$ cat src/rtl/reg_write_arbiter.sv
// reg_write_arbiter: merges register-file writes from two requesters (A: control
// unit, B: loader/debug). It also runs a clear sequence that zeroes every register.
// The write port (enable/index/data/grant) is registered: the register file
// consumes it at the following edge.
// Optional feature: define ROUND_ROBIN_EN to alternate priority between A and B on
// conflict. When it is undefined, A always wins a conflict.
module reg_write_arbiter #(
    parameter int unsigned DATA_W = 8,
    parameter int unsigned ADDR_W = 3
) (
    input  logic              CLK,
    input  logic              RESET,
    input  logic              A_VALID,
    input  logic [ADDR_W-1:0] A_REG,
    input  logic [DATA_W-1:0] A_DATA,
    output logic              A_READY,
    input  logic              B_VALID,
    input  logic [ADDR_W-1:0] B_REG,
    input  logic [DATA_W-1:0] B_DATA,
    output logic              B_READY,
    input  logic              CLR_REQ,
    output logic              CLR_BUSY,
    output logic              WRITEENABLE,
    output logic [ADDR_W-1:0] WRITEREG,
    output logic [DATA_W-1:0] WRITEDATA,
    output logic              GNT_B
);

    typedef enum logic [0:0] {StIdle, StClear} state_e;

    localparam logic [ADDR_W-1:0] LastReg = {ADDR_W{1'b1}};

    state_e            state_q, state_d;
    logic [ADDR_W-1:0] cnt_q, cnt_d;
    logic              we_q, we_d;
    logic [ADDR_W-1:0] wreg_q, wreg_d;
    logic [DATA_W-1:0] wdata_q, wdata_d;
    logic              gnt_b_q, gnt_b_d;
    logic              can_accept;
    logic              a_ready;
    logic              b_ready;
`ifdef ROUND_ROBIN_EN
    // 0: A holds priority, 1: B holds priority
    logic              ptr_b_q, ptr_b_d;
`endif

    // Grant decision: at most one ready. None is granted while clearing or when a
    // clear is requested.
    always_comb begin
        can_accept = (state_q == StIdle) && !CLR_REQ;
`ifdef ROUND_ROBIN_EN
        a_ready    = can_accept && A_VALID && (!B_VALID || !ptr_b_q);
        b_ready    = can_accept && B_VALID && (!A_VALID || ptr_b_q);
`else
        a_ready    = can_accept && A_VALID;
        b_ready    = can_accept && B_VALID && !A_VALID;
`endif
    end

    // Next state and next write-port contents. The clear index is loaded together with
    // the write register, so WRITEREG equals the counter in every CLEAR cycle.
    always_comb begin
        state_d = state_q;
        cnt_d   = cnt_q;
        we_d    = 1'b0;
        wreg_d  = wreg_q;
        wdata_d = wdata_q;
        gnt_b_d = 1'b0;
`ifdef ROUND_ROBIN_EN
        ptr_b_d = ptr_b_q;
`endif
        unique case (state_q)
            StIdle: begin
                if (CLR_REQ) begin
                    state_d = StClear;
                    cnt_d   = '0;
                    we_d    = 1'b1;
                    wreg_d  = '0;
                    wdata_d = '0;
                end else if (a_ready) begin
                    we_d    = 1'b1;
                    wreg_d  = A_REG;
                    wdata_d = A_DATA;
`ifdef ROUND_ROBIN_EN
                    ptr_b_d = 1'b1;
`endif
                end else if (b_ready) begin
                    we_d    = 1'b1;
                    wreg_d  = B_REG;
                    wdata_d = B_DATA;
                    gnt_b_d = 1'b1;
`ifdef ROUND_ROBIN_EN
                    ptr_b_d = 1'b0;
`endif
                end
            end
            StClear: begin
                // CLR_REQ is ignored here, so a re-request cannot extend the sequence
                if (cnt_q == LastReg) begin
                    state_d = StIdle;
                    cnt_d   = '0;
                end else begin
                    cnt_d   = cnt_q + 1'b1;
                    we_d    = 1'b1;
                    wreg_d  = cnt_q + 1'b1;
                    wdata_d = '0;
                end
            end
            default: begin
                state_d = StIdle;
                cnt_d   = '0;
            end
        endcase
    end

    // State and write-port registers; a synchronous reset overrides everything.
    always_ff @(posedge CLK) begin
        if (RESET) begin
            state_q <= StIdle;
            cnt_q   <= '0;
            we_q    <= 1'b0;
            wreg_q  <= '0;
            wdata_q <= '0;
            gnt_b_q <= 1'b0;
`ifdef ROUND_ROBIN_EN
            ptr_b_q <= 1'b0;
`endif
        end else begin
            state_q <= state_d;
            cnt_q   <= cnt_d;
            we_q    <= we_d;
            wreg_q  <= wreg_d;
            wdata_q <= wdata_d;
            gnt_b_q <= gnt_b_d;
`ifdef ROUND_ROBIN_EN
            ptr_b_q <= ptr_b_d;
`endif
        end
    end

    assign A_READY     = a_ready;
    assign B_READY     = b_ready;
    assign CLR_BUSY    = (state_q == StClear);
    assign WRITEENABLE = we_q;
    assign WRITEREG    = wreg_q;
    assign WRITEDATA   = wdata_q;
    assign GNT_B       = gnt_b_q;

endmodule

$ cat config.mk
export PLATFORM = sky130hd
export DESIGN_NAME = reg_write_arbiter
export DESIGN_NICKNAME = d
export VERILOG_FILES = /design/src/rtl/reg_write_arbiter.sv
export SDC_FILE = /design/constraint.sdc
export NUM_CORES = 1
export LEC_CHECK = 0
export BUFFER_PORTS_ARGS = -buffer_cell sky130_fd_sc_hd__buf_2
export CAP_MARGIN = 25
export CORE_ASPECT_RATIO = 0.75
export CORE_MARGIN = 3
export CORE_UTILIZATION = 44
export CTS_BUF_LIST = sky130_fd_sc_hd__clkbuf_16
export DETAILED_ROUTE_END_ITERATION = 6
export GPL_ROUTABILITY_DRIVEN = 0
export PLACE_DENSITY = 0.75
export SLEW_MARGIN = 20
export SYNTH_ARGS = -nofsm -noshare
export SYNTH_HDL_FRONTEND = slang
export SYNTH_SLANG_ARGS = --single-unit
$ cat constraint.sdc
create_clock -name CLK -period 1.8 [get_ports CLK]
set_clock_uncertainty 0.2 [all_clocks]
set_input_delay 0.36 -clock CLK [delete_from_list [all_inputs] [get_ports CLK]]
set_output_delay 0.36 -clock CLK [all_outputs]
set_load 0.005 [all_outputs]
==> impl_metrics.json <==
{
  "p_per_area_mw_per_mm2": 812,
  "cts.sinks": 17,
  "synth_top_area_cell": "dfxtp_1",
  "viasPerCell": 5.27,
  "dp_hpwl_um": 1670,
  "total_power_w": 0.000971,
  "antenna_found_initial": 0,
  "cts-htree-levels": 1,
  "synthesis.area_um2": 887,
  "ctsHoldBuffers": 0,
  "crit_fanout": 6,
  "placement_rows": 13,
  "nNetsFinal": 172,
  "wl_per_cell_um": 13.3,
  "drv_cap": 0,
  "drive_gt1_share_pct": 40.8,
  "finalHoldViolCount": 0,
  "cts_resized": 0,
  "ff2ff_setup_slack_ns": 0.18,
  "grt_max_degree": 18,
  "grt_pass1_wl_um": 3380,
  "ant_nets": 0,
  "period_share_pct": 90.8,
  "min_path_type": "reg -> reg",
  "synth.area.top_cells": "dfxtp_1 38%, a21oi_1 7.9%, mux2i_1 7.9%",
  "via_count": 865,
  "placed_cells": 160,
  "post-cts-setup-buffers": 0,
  "routed_wl_um": 2180,
  "rsz0062_at_grt": "no",
  "fin_cells": 164,
  "drt_first_pass_iters": 4,
  "drt_iter0_markers": 18,
  "ir_drop_mv": 0.941,
  "period_needed_ns": 1.63,
  "clk_latency_ns": 0.24,
  "final_cell_mix": "42 x buf_2, 17 x dfxtp_1, 14 x a21oi_1",
  "max_freq_mhz": 612,
  "grt.total_usage_pct": 17.2,
  "synth_top_area_share_pct": 38.4,
  "die_w_um": 57.8,
  "dieHeight_um": 44.9,
  "startpoint_type": "flop",
  "relSlewSlack_pct": 78.0,
  "synth_nets": 129,
  "dieArea_mm2": 0.00260,
  "fillers": 173,
  "crit_required_ns": 1.24,
  "yosysUniqueCellTypes": 25,
  "insertedDiodeCount": 0,
  "crit_type": "reg -> out",
  "critPathArrivalTime_ns": 1.07,
  "p_leak_nw": 0.564,
  "drc": 0,
  "core_mm2": 0.00182,
  "mostFrequentLayoutCell": "buf_2",
  "overflow": 0,
  "status": "completed",
  "clockBufferDepth": 2,
  "drv_slew": 0,
  "path_clk_slew_ns": 0.05,
  "syn_inst": 100,
  "finalSetupViolCount": 0,
  "cp-end-kind": "output pin",
  "layout_setup_ws_ns": 0.166,
  "root_buffer": "clkbuf_16",
  "area_growth_pct": 34.8,
  "ys_seq_area_share_pct": 38.4,
  "tns_ns": 0,
  "cts_tree": "done",
  "synth.avg_cell_area_um2": 8.87,
  "dp_slack_ns": 0.0985,
  "pin_count": 43,
  "yosys_warnings": 0,
  "numCtsBuffers": 3,
  "start_util_pct": 48.7,
  "grt_pass1_vias": 744,
  "tightest_slew_ns": 0.329,
  "ys_seq_elements": 17,
  "io_buffer_count": 42
}
-- cells by family (layout without fill, tap and decap cells) --
group	after synthesis	count (layout)	synth area share (%)
compound gates	30	30	18.2
fa+ha+maj	2	2	2.82
buf+inv	12	54	7.62
flops	17	17	38.4
mux	10	10	11.7
simple gates	29	29	21.3
-- metrics by stage --
| stage | hold WS, ns | instance area [µm²] | utilization, % |
|---|---|---|---|
| final | 0.267 | 1200 | 65.7 |
| after detailed placement | 0.262 | 1110 | 60.9 |
| after CTS | 0.269 | 1190 | 65.2 |
| after floorplan | 0.266 | 887 | - |
| after global placement | 0.260 | 1110 | 60.9 |
| after global routing | 0.284 | 1200 | 65.7 |
-- cell usage after synthesis --
master    number
nand2_1        4
mux2i_1        7
nor2b_1        1
ha_1           2
inv_1          2
a21oi_1       14
buf_2          3
nor3_1         1
or4_1          7
and2_0         1
nand3b_1       1
buf_4          1
nor2_1         4
dfxtp_1       17
nor4b_1        1
buf_6          2
nor3b_1        2
or3b_2         1
o21ai_0       13
clkbuf_1       4
nor4_2         1
mux2_2         3
a311oi_1       3
and3b_1        2
and2_1         3
-- final cells by class --
cell class | count | area (µm²) | share of cell area (%)
inverters | 2 | 7.51 | 0.628
flip-flops and latches | 17 | 340 | 28.5
well taps | 22 | 27.5 | 2.30
clock inverters | 1 | 3.75 | 0.314
clock buffers | 3 | 75.1 | 6.28
repair buffers | 48 | 255 | 21.3
multi-input cells | 71 | 487 | 40.7
-- worst paths after layout --
path | start | endpoint | cells after the start
max | CLR_BUSY | B_READY | 2
min | WRITEDATA[4] | WRITEDATA[4] | 2
max reg2reg | cnt_q[0] | WRITEDATA[1] | 5
min reg2reg | WRITEDATA[4] | WRITEDATA[4] | 2
-- critical path, stage by stage, from the launching register on --
cell and delay, ns:
dfxtp_1 0.36, nor4b_2 0.31, buf_2 0.16
-- routing by layer --
layer,track usage (%),vias up,wire length [µm]
li1,-,453,-
met1,23.0,384,1030
met2,26.4,26,971
met3,6.57,2,168
met4,3.70,0,8
met5,0,-,0
-- report_power, final --
group          switching (W)  internal (W)
sequential         0.0000101      0.000396
combinational      0.0000652     0.0000737
clock               0.000132      0.000294
-- state kept, by name, summed over array words and instances, names as in the netlist --
name / count
CLR_BUSY: 1
cnt_q: 3
WRITEREG: 3
WRITEDATA: 8
WRITEENABLE: 1
GNT_B: 1
Note: power is estimated with default switching activity, not from simulation.
